### src/rtl/riscv_alu_arbiter.sv
// Round-robin arbiter sharing one ALU between NREQ requesters.
// Two-stage pipeline: issue stage X drives the ALU, stage R holds the response.
module riscv_alu_arbiter #(
    parameter int NREQ = 2
) (
    input  logic                clk,
    input  logic                rst_n,
    input  logic [NREQ-1:0]     req_valid,
    output logic [NREQ-1:0]     req_ready,
    input  logic [NREQ*32-1:0]  req_a,
    input  logic [NREQ*32-1:0]  req_b,
    input  logic [NREQ*5-1:0]   req_op,
    output logic [NREQ-1:0]     rsp_valid,
    input  logic [NREQ-1:0]     rsp_ready,
    output logic [31:0]         rsp_result,
    output logic                rsp_flag,
    output logic [31:0]         alu_a,
    output logic [31:0]         alu_b,
    output logic [4:0]          alu_op,
    input  logic [31:0]         alu_result,
    input  logic                alu_flag,
    output logic                busy
);

    localparam int IDW = $clog2(NREQ);

    logic [IDW-1:0]  ptr_q, ptr_d;

    logic            x_valid_q, x_valid_d;
    logic [31:0]     x_a_q, x_a_d;
    logic [31:0]     x_b_q, x_b_d;
    logic [4:0]      x_op_q, x_op_d;
    logic [IDW-1:0]  x_id_q, x_id_d;

    logic            r_valid_q, r_valid_d;
    logic [31:0]     r_result_q, r_result_d;
    logic            r_flag_q, r_flag_d;
    logic [IDW-1:0]  r_id_q, r_id_d;

    logic [NREQ-1:0] grant;
    logic [IDW-1:0]  gidx;
    logic            gfound;
    logic            r_free;
    logic            x_adv;
    logic            x_free;
    logic            accept;

    assign r_free = !r_valid_q | rsp_ready[r_id_q];
    assign x_adv  = x_valid_q & r_free;
    assign x_free = !x_valid_q | x_adv;

    // Circular first-valid search starting at the round-robin pointer
    always_comb begin
        grant  = '0;
        gidx   = '0;
        gfound = 1'b0;
        for (int k = 0; k < NREQ; k++) begin
            int idx;
            idx = int'(ptr_q) + k;
            if (idx >= NREQ) idx = idx - NREQ;
            if (!gfound && req_valid[idx]) begin
                gfound    = 1'b1;
                grant[idx] = 1'b1;
                gidx      = IDW'(idx);
            end
        end
    end

    assign req_ready = grant & {NREQ{x_free & rst_n}};
    assign accept    = |req_ready;

    // Issue stage and pointer next state: load on accept, empty on advance
    always_comb begin
        ptr_d     = ptr_q;
        x_valid_d = x_valid_q;
        x_a_d     = x_a_q;
        x_b_d     = x_b_q;
        x_op_d    = x_op_q;
        x_id_d    = x_id_q;
        if (accept) begin
            x_valid_d = 1'b1;
            x_a_d     = req_a[int'(gidx)*32 +: 32];
            x_b_d     = req_b[int'(gidx)*32 +: 32];
            x_op_d    = req_op[int'(gidx)*5 +: 5];
            x_id_d    = gidx;
            if (int'(gidx) == NREQ - 1) ptr_d = '0;
            else                        ptr_d = IDW'(int'(gidx) + 1);
        end else if (x_adv) begin
            x_valid_d = 1'b0;
            x_a_d     = '0;
            x_b_d     = '0;
            x_op_d    = '0;
            x_id_d    = '0;
        end
    end

    // Response stage next state: capture ALU on advance, retire on handshake
    always_comb begin
        r_valid_d  = r_valid_q;
        r_result_d = r_result_q;
        r_flag_d   = r_flag_q;
        r_id_d     = r_id_q;
        if (x_adv) begin
            r_valid_d  = 1'b1;
            r_result_d = alu_result;
            r_flag_d   = alu_flag;
            r_id_d     = x_id_q;
        end else if (r_valid_q && rsp_ready[r_id_q]) begin
            r_valid_d = 1'b0;
        end
    end

    // Pipeline state registers, cleared asynchronously
    always_ff @(posedge clk or negedge rst_n) begin
        if (!rst_n) begin
            ptr_q      <= '0;
            x_valid_q  <= 1'b0;
            x_a_q      <= '0;
            x_b_q      <= '0;
            x_op_q     <= '0;
            x_id_q     <= '0;
            r_valid_q  <= 1'b0;
            r_result_q <= '0;
            r_flag_q   <= 1'b0;
            r_id_q     <= '0;
        end else begin
            ptr_q      <= ptr_d;
            x_valid_q  <= x_valid_d;
            x_a_q      <= x_a_d;
            x_b_q      <= x_b_d;
            x_op_q     <= x_op_d;
            x_id_q     <= x_id_d;
            r_valid_q  <= r_valid_d;
            r_result_q <= r_result_d;
            r_flag_q   <= r_flag_d;
            r_id_q     <= r_id_d;
        end
    end

    // Route the response-stage valid to its owning requester
    always_comb begin
        rsp_valid = '0;
        for (int i = 0; i < NREQ; i++) begin
            rsp_valid[i] = r_valid_q & (r_id_q == IDW'(i));
        end
    end

    assign rsp_result = r_result_q;
    assign rsp_flag   = r_flag_q;
    assign alu_a      = x_a_q;
    assign alu_b      = x_b_q;
    assign alu_op     = x_op_q;
    assign busy       = x_valid_q | r_valid_q;

endmodule

### config.mk
export PLATFORM = sky130hd
export DESIGN_NAME = riscv_alu_arbiter
export DESIGN_NICKNAME = d
export VERILOG_FILES = /design/src/rtl/riscv_alu_arbiter.sv
export SDC_FILE = /design/constraint.sdc
export NUM_CORES = 1
export LEC_CHECK = 0
export CORE_AREA = 2 2 117 119
export CTS_BUF_LIST = sky130_fd_sc_hd__clkbuf_4 sky130_fd_sc_hd__clkbuf_8
export DETAILED_ROUTE_END_ITERATION = 7
export DIE_AREA = 0 0 119 121
export PLACE_DENSITY = 0.88
export SYNTH_ARGS = -nofsm -noshare
export SYNTH_HDL_FRONTEND = slang
export SYNTH_SLANG_ARGS = --single-unit
### constraint.sdc
create_clock -name clk -period 3.71 [get_ports clk]
set_input_delay 0.5565 -clock clk [delete_from_list [all_inputs] [get_ports clk]]
set_output_delay 0.5565 -clock clk [all_outputs]
set_load 0.05 [all_outputs]
### Word level (Yosys, flattened, before mapping)

Cells that the tools add are included.

* shift-type cells: 3
* reductions and logical operators: 10
* bitwise gates (word level): 10
* multipliers: 1
* mux-type cells: 30
* add/sub/neg operators: 4
* magnitude comparators: 7

Operators with widths (number)
* $mux W32: 5
* $shiftx A64 B7 Y32: 2
* $ge A32 B1 Y1 const B: 2
* $lt A32 B3 Y1 const B: 2
* $mux W1: 19
* $mux W5: 2
* $shiftx A10 B5 Y5: 1
* $and A1 B1 Y1: 4
* $logic_and A1 B1 Y1: 4
* $mul A1 B3 Y4 const B: 1
* $mux W2: 2
* $reduce_bool A2 Y1: 2
* $logic_not A1 Y1: 3
* $or A1 B1 Y1: 3
* $sub A1 B2 Y3 const B: 1
* $sub A2 B2 Y3 const B: 1
* $add A1 B1 Y2 const B: 1
* $and A2 B2 Y2: 1
* $demux W1 S1: 2
* $ge A1 B2 Y1 const B: 1
* $ge A2 B2 Y1 const B: 1
* $lt A1 B2 Y1 const B: 1
* $or A2 B2 Y2: 1
* $reduce_or A2 Y1: 1
* other kinds (2): 2

* register bits after elaboration: 107
* output and inout bits: 107
* bits of input ports: 177

### Logic depth before layout (Yosys ltp)

Gate-level depths: netlist of run 1.

* depth in word-level cells: 12
* depth in mapped cells: 6
* mapped depth without buffers: 4

### Worst setup path after synthesis of run 1

OpenSTA, ideal clock, no wires.

* kind: input-to-output
* from: input rst_n
* to: output req_ready[1]
* setup slack: 1.220 ns
* arrival time: 1.933 ns
* data required time: 3.154 ns
* stages on the path: 5
* path buffers: 3
* cell sequence: buf_2 > buf_2 > clkbuf_1 > nand2_1 > nor2_1

* word-level cells in the longest chain between the ends: 2

RTL lines
* start: declaration: RTL line 7 `input logic rst_n,`
* $and A1 B1 Y1: RTL line 69 `assign req_ready = grant & {NREQ{x_free & rst_n}};`
* $and A2 B2 Y2: RTL line 69
* end: declaration: RTL line 9 `output logic [NREQ-1:0] req_ready,`

Every way passes these cells.

### Final worst setup path of run 1

* from: register x_valid_q
* to: output req_ready[0]

* word-level cells in the longest chain between the ends: 4
* elaborated cells on any way between the ends: 5
* those cells by class: bitwise (4); reduce/logical (1)

RTL lines
* start: declaration: RTL line 29 `logic x_valid_q, x_valid_d;`
* start signal: assignment: RTL line 128 `x_valid_q <= x_valid_d;`
* $and A1 B1 Y1 or $logic_not A1 Y1 (tied branches): RTL line 49, 50
* $or A1 B1 Y1 *: RTL line 50 `assign x_free = !x_valid_q | x_adv;`
* $and A1 B1 Y1 *: RTL line 69
* $and A2 B2 Y2 *: RTL line 69

Mark *: on every way between the ends. The rest lies on a longest branch, timed or not.

==> out/metrics.csv, run 1 <==
metric,value,unit
status,"complete, no violations",
ys_seq_area_frac,0.466,
ys_ff_latch,107,
core,13100,sq um
critical_path_required,3.15,ns
wl_per_cell,20.3,microns
drt_first_pass_iters,5,
hpwl,12.7,mm
final_common_cell,clkdlybuf4s50_1,
via_count,5711,
clock_latency,0.38,ns
postRouteAntennaNets,0,
slew_headroom,0.285,
synth_top_family_by_area,compound AO/OA/AOI/OAI gates,
worstSetupPathType,reg2out,
p_leak,3.25,nW
grt_overflow,0,
pin_count,284,
end_kind,primary output,
syn_avg_cell_area,11.2,sq um
rr_worst_depth,5,
reg2reg_to,alu_a[26],
cts_buffers,9,
hold_buffers,0,
clk_path_buf_depth,2,
die_w,119,microns
root_buffer,clkbuf_8,
nets,924,
route.detailed.drc,0,
synth.distinct_cells,24,
synth-compound-area-share,0.386,
finalMaxSlewViolations,0,
ys.warnings.count,0,
syn_inst,514,
finalCriticalPeriod,2.75,ns
cts-resized-gates,0,
antenna_found_initial,0,
final_layout_size_suffix_gt1_frac,0.0878,
finClkSkew,0.00787,ns
clock_sinks,107,
r2r_slack,1.34,ns
maxCapViolCount,0,
synthMuxAreaShare,0.0690,
fmax,364,MHz
synth-simple-area-share,0.0111,
tightest_slew,1.07,ns
ir_drop,0.000820,V
drt_iter0_drc,502,
finalCritPeriodShare,0.741,
setup_tns,0,ns
setup_viol,0,
whs,0.106,ns
synth_adder_area_share,0,
port_buffers,283,
n_antenna_cell,0,
clk_pin_slew,0.11,ns
p_per_area,775,nW/um^2
initial_utilization,0.439,
grt_first_pass_wirelength,29.4,mm
dieArea,14400,sq um
grtUsageTotal,0.253,
syn-num-nets,691,
hold_class,in2async,
r2r-start,x_valid_q,
die_h,121,microns
rows,42,
via_per_inst,6.15,
hold_viol,0,
areaGrowthSynthToFinish,52.4,%
rsz0062_at_grt,false,
startpoint_type,register,
grt_max_degree,142,
grt_pass1_vias,5673,
ctsHtreeMaxLevel,3,
cp.arrival,2.19,ns
cts_tree,done,
crit_fanout,72,
post_cts_buffers,0,
gp_congestion,0.801,
layout_common_cells,"clkdlybuf4s50_1 (279), dfrtp_1 (106), o21ai_1 (70)",
routed_wl,18.8,mm
synth-xor-area-share,0,
syn_area,5750,sq um
## cell usage after synthesis (all sizes together)
cell	count	area share
a32o	69	0.12
clkbuf	32	0.021
a21boi	1	0.0020
o21ai	74	0.065
nand2	7	0.0046
and2	1	0.0011
dfrtp	107	0.47
a22oi	69	0.090
a21oi	2	0.0037
nor2	2	0.0013
buf	40	0.046
a32oi	69	0.11
nand2b	1	0.0011
inv	2	0.0013
mux2	34	0.067
nand3	1	0.00087
and3	2	0.0022
mux2i	1	0.0024
## flip-flops by register name, summed over array words and instances, names as in the netlist
name	flops
rsp_flag	1
x_valid_q	1
alu_a	32
alu_b	32
x_id_q	1
r_id_q	1
alu_op	5
r_valid_q	1
rsp_result	32
ptr_q	1
## power by group
| part | leakage [nW] | switching, mW | internal, mW |
|---|---|---|---|
| Clock | 0.0998 | 0.447 | 0.278 |
| Sequential | 1.32 | 0.351 | 1.63 |
| Combinational | 1.84 | 2.62 | 1.46 |
## stage by stage
step	setup WS [ns]	util	total power, mW	cells	instance area, sq um
CTS	0.872	0.669	6.82	928	8760
global route	0.766	0.669	7.11	928	8760
global placement	0.988	0.655	5.98	912	8570
floorplan	1.22	-	4.65	514	5750
detailed placement	0.868	0.655	6.09	912	8570
finish	0.959	0.669	6.79	928	8760
## metal layers
metal  share of wire  wire length, microns  up-vias  global-route usage
met5               0                     0        -                   0
met3           0.083                  1560       33              0.0710
met1            0.40                  7530     2773               0.310
met2            0.49                  9290      286               0.425
li1                -                     -     2619                   -
met4           0.025                   464        0              0.0960
## logic make-up (layout without fill, tap and decap cells)
family                 Yosys count  in the layout
AO/OA/AOI/OAI                  284            284
buffers and inverters           74            312
flip-flops                     107            107
multiplexers                    35             35
AND/OR/NAND/NOR                 14             14
## worst max-delay path, cell delays in order, from the launching register on
cell and delay (ns):
dfrtp_2 0.37, buf_4 0.58, nand3_1 0.39, and3_1 0.31, buf_12 0.15
## final cells by class
| class | count | area [sq um] |
|---|---|---|
| clock buffer | 10 | 138 |
| clock inverter | 6 | 55.1 |
| fill | 938 | 4330 |
| inverter | 2 | 7.51 |
| multi-input combinational | 333 | 2700 |
| sequential | 107 | 2680 |
| tap | 176 | 220 |
| timing repair buffer | 294 | 2960 |
## worst max-delay path by stage
stage,startpoint,to,cells past startpoint
final,x_valid_q,req_ready[0],4
after global routing,x_valid_q,req_ready[1],5
after CTS,x_valid_q,req_ready[0],4
after detailed placement,req_valid[0],alu_b[11],6
after global placement,rsp_ready[0],alu_a[18],6
after floorplan,rst_n,req_ready[1],5
Power figures use the tool's default switching activity.
==> run 2: changes to the inputs <==
CORE_AREA = 2 2 126 128   (was 2 2 117 119)
DIE_AREA = 0 0 128 130   (was 0 0 119 121)
PLACE_DENSITY = 0.81   (was 0.88)
clock period = 2.45 ns   (was 3.71 ns; I/O delays follow)
==> run 2 against run 1 <==
Against the previous run:
- first-iteration DRC count shrank 27%
- sequential share of layout area shrank 0.44 points
- design area grew 1.5%
- combinational power grew 53%
- power grew 53%
- global-route usage shrank 3.8 points
- cell count grew 2.3%
- die area grew 16%
==> out/metrics.csv, run 2 (synthesis gave the netlist of run 1 again) <==
metric,value,unit
globalRouteMet1Util,0.241,
via_count,5795,
grtUsageTotal,0.215,
dieArea,16600,sq um
p_leak,3.30,nW
final_layout_size_suffix_gt1_frac,0.0938,
seqPwrFrac,0.288,
cts_tree,done,
netSwitchingPower,5.14,mW
grt_pass1_vias,5736,
core,15400,sq um
tightest_slew,0.658,ns
ir_drop,0.000904,V
hpwl,13.4,mm
wl_per_cell,20.0,microns
hold_viol,0,
slew_headroom,0.561,
layout_common_cells,"clkdlybuf4s50_1 (278), dfrtp_1 (106), o21ai_1 (70)",
clockPowerShare,0.108,
clock_sinks,107,
route.detailed.drc,0,
root_buffer,clkbuf_8,
p_sw_frac,0.495,
startpoint_type,register,
p_per_area,1170,nW/um^2
grt_most_used_layer,met2,
grt_max_degree,124,
clk_path_buf_depth,2,
setup_viol,0,
p_comb_frac,0.604,
postRouteAntennaNets,0,
clk_pin_slew,0.11,ns
met3_usage,0.0541,
finalCriticalPeriod,2.23,ns
end_kind,primary output,
pin_count,284,
finalCritPeriodShare,0.909,
gp_congestion,0.778,
drt_iter0_drc,367,
via_per_inst,6.11,
grt_first_pass_wirelength,28.6,mm
cts-resized-gates,0,
finalMaxSlewViolations,0,
grtUsageMet2,0.390,
die_h,130,microns
port_buffers,283,
setup_tns,0,ns
cts_buffers,9,
maxCapViolCount,0,
rsz0062_at_grt,false,
post_cts_buffers,0,
routed_wl,19.0,mm
place_inst,932,
die_w,128,microns
hold_buffers,1,
initial_utilization,0.373,
worstSetupPathType,reg2out,
rows,46,
fmax,449,MHz
drt_first_pass_iters,5,
instances_no_fill,949,
finClkSkew,0.0100,ns
antenna_found_initial,0,
clock_latency,0.37,ns
grt_overflow,0,
n_antenna_cell,0,
critical_path_required,2.08,ns
crit_fanout,6,
areaGrowthSynthToFinish,54.6,%
final_common_cell,clkdlybuf4s50_1,
hold_class,in2async,
cp.arrival,1.86,ns
status,"complete, no violations",
p_int,5.24,mW
nets,929,
ctsHtreeMaxLevel,3,
-- run 2: changes by cell type in the layout (fill, tap and decap cells not counted), sizes merged --
| cell | before | now |
|---|---|---|
| buf | 14 | 19 |
| inv | 6 | 5 |
| clkinv | 2 | 1 |
| clkinvlp | 0 | 1 |
| clkdlybuf4s50 | 279 | 278 |
| dlygate4sd3 | 0 | 1 |
| bufinv | 0 | 1 |
-- run 2: final timing paths --
| path | startpoint | endpoint | slack [ns] | cells past startpoint |
|---|---|---|---|---|
| worst max register to register | r_id_q | alu_b[19] | 0.71 | 5 |
| worst max-delay path | r_valid_q | rsp_valid[0] | 0.22 | 3 |
| min in group clk | req_valid[1] | ptr_q | 0.45 | 4 |
| worst min register to register | rsp_result[31] | rsp_result[31] | 0.50 | 1 |
| worst min-delay path | rst_n | rsp_result[2] | 0.42 | 2 |
| max in group asynchronous | rst_n | alu_b[23] | 1.23 | 3 |
-- run 2: routing by layer --
metal	vias to the layer above	routed length (microns)
met1	2850	7130
li1	2633	-
met3	41	1480
met5	-	0
met2	271	9790
met4	0	568
-- run 2: worst max-delay path, stage by stage, from the launching register on --
cell and delay, ns:
dfrtp_1 0.47, inv_1 0.09, nor2_1 0.11, clkdlybuf4s50_1 0.82
-- run 2: per-stage QoR --
| stage | total power, mW | instance area (sq um) | hold WS [ns] | util | worst slack [ns] |
|---|---|---|---|---|---|
| 2_1_floorplan | 7.04 | 5750 | 0.0719 | - | 0.338 |
| 3_3_place_gp | 9.11 | 8680 | 0.246 | 0.563 | 0.372 |
| 3_5_place_dp | 9.32 | 8680 | 0.250 | 0.563 | 0.192 |
| 4_1_cts | 10.5 | 8890 | 0.402 | 0.576 | 0.186 |
| 5_1_grt | 10.9 | 8890 | 0.416 | 0.576 | 0.110 |
| 6_report | 10.4 | 8890 | 0.419 | 0.576 | 0.222 |
-- run 2: power groups by stage --
stage | sequential, mW | clock, mW | combinational, mW
after global placement | 2.96 | 0 | 6.16
final | 2.99 | 1.12 | 6.27
after floorplan | 5.33 | 0 | 1.71
after global routing | 3.08 | 1.22 | 6.56
after CTS | 2.99 | 1.17 | 6.31
after detailed placement | 3.03 | 0 | 6.29
-- run 2: area by class of cell --
cell class / instances / area, sq um
clock buffers: 10 / 131
clock inverters: 6 / 68.8
fillers: 1294 / 6540
inverters: 2 / 7.51
multi-input cells: 333 / 2700
flip-flops and latches: 107 / 2680
well taps: 192 / 240
repair buffers: 299 / 3060
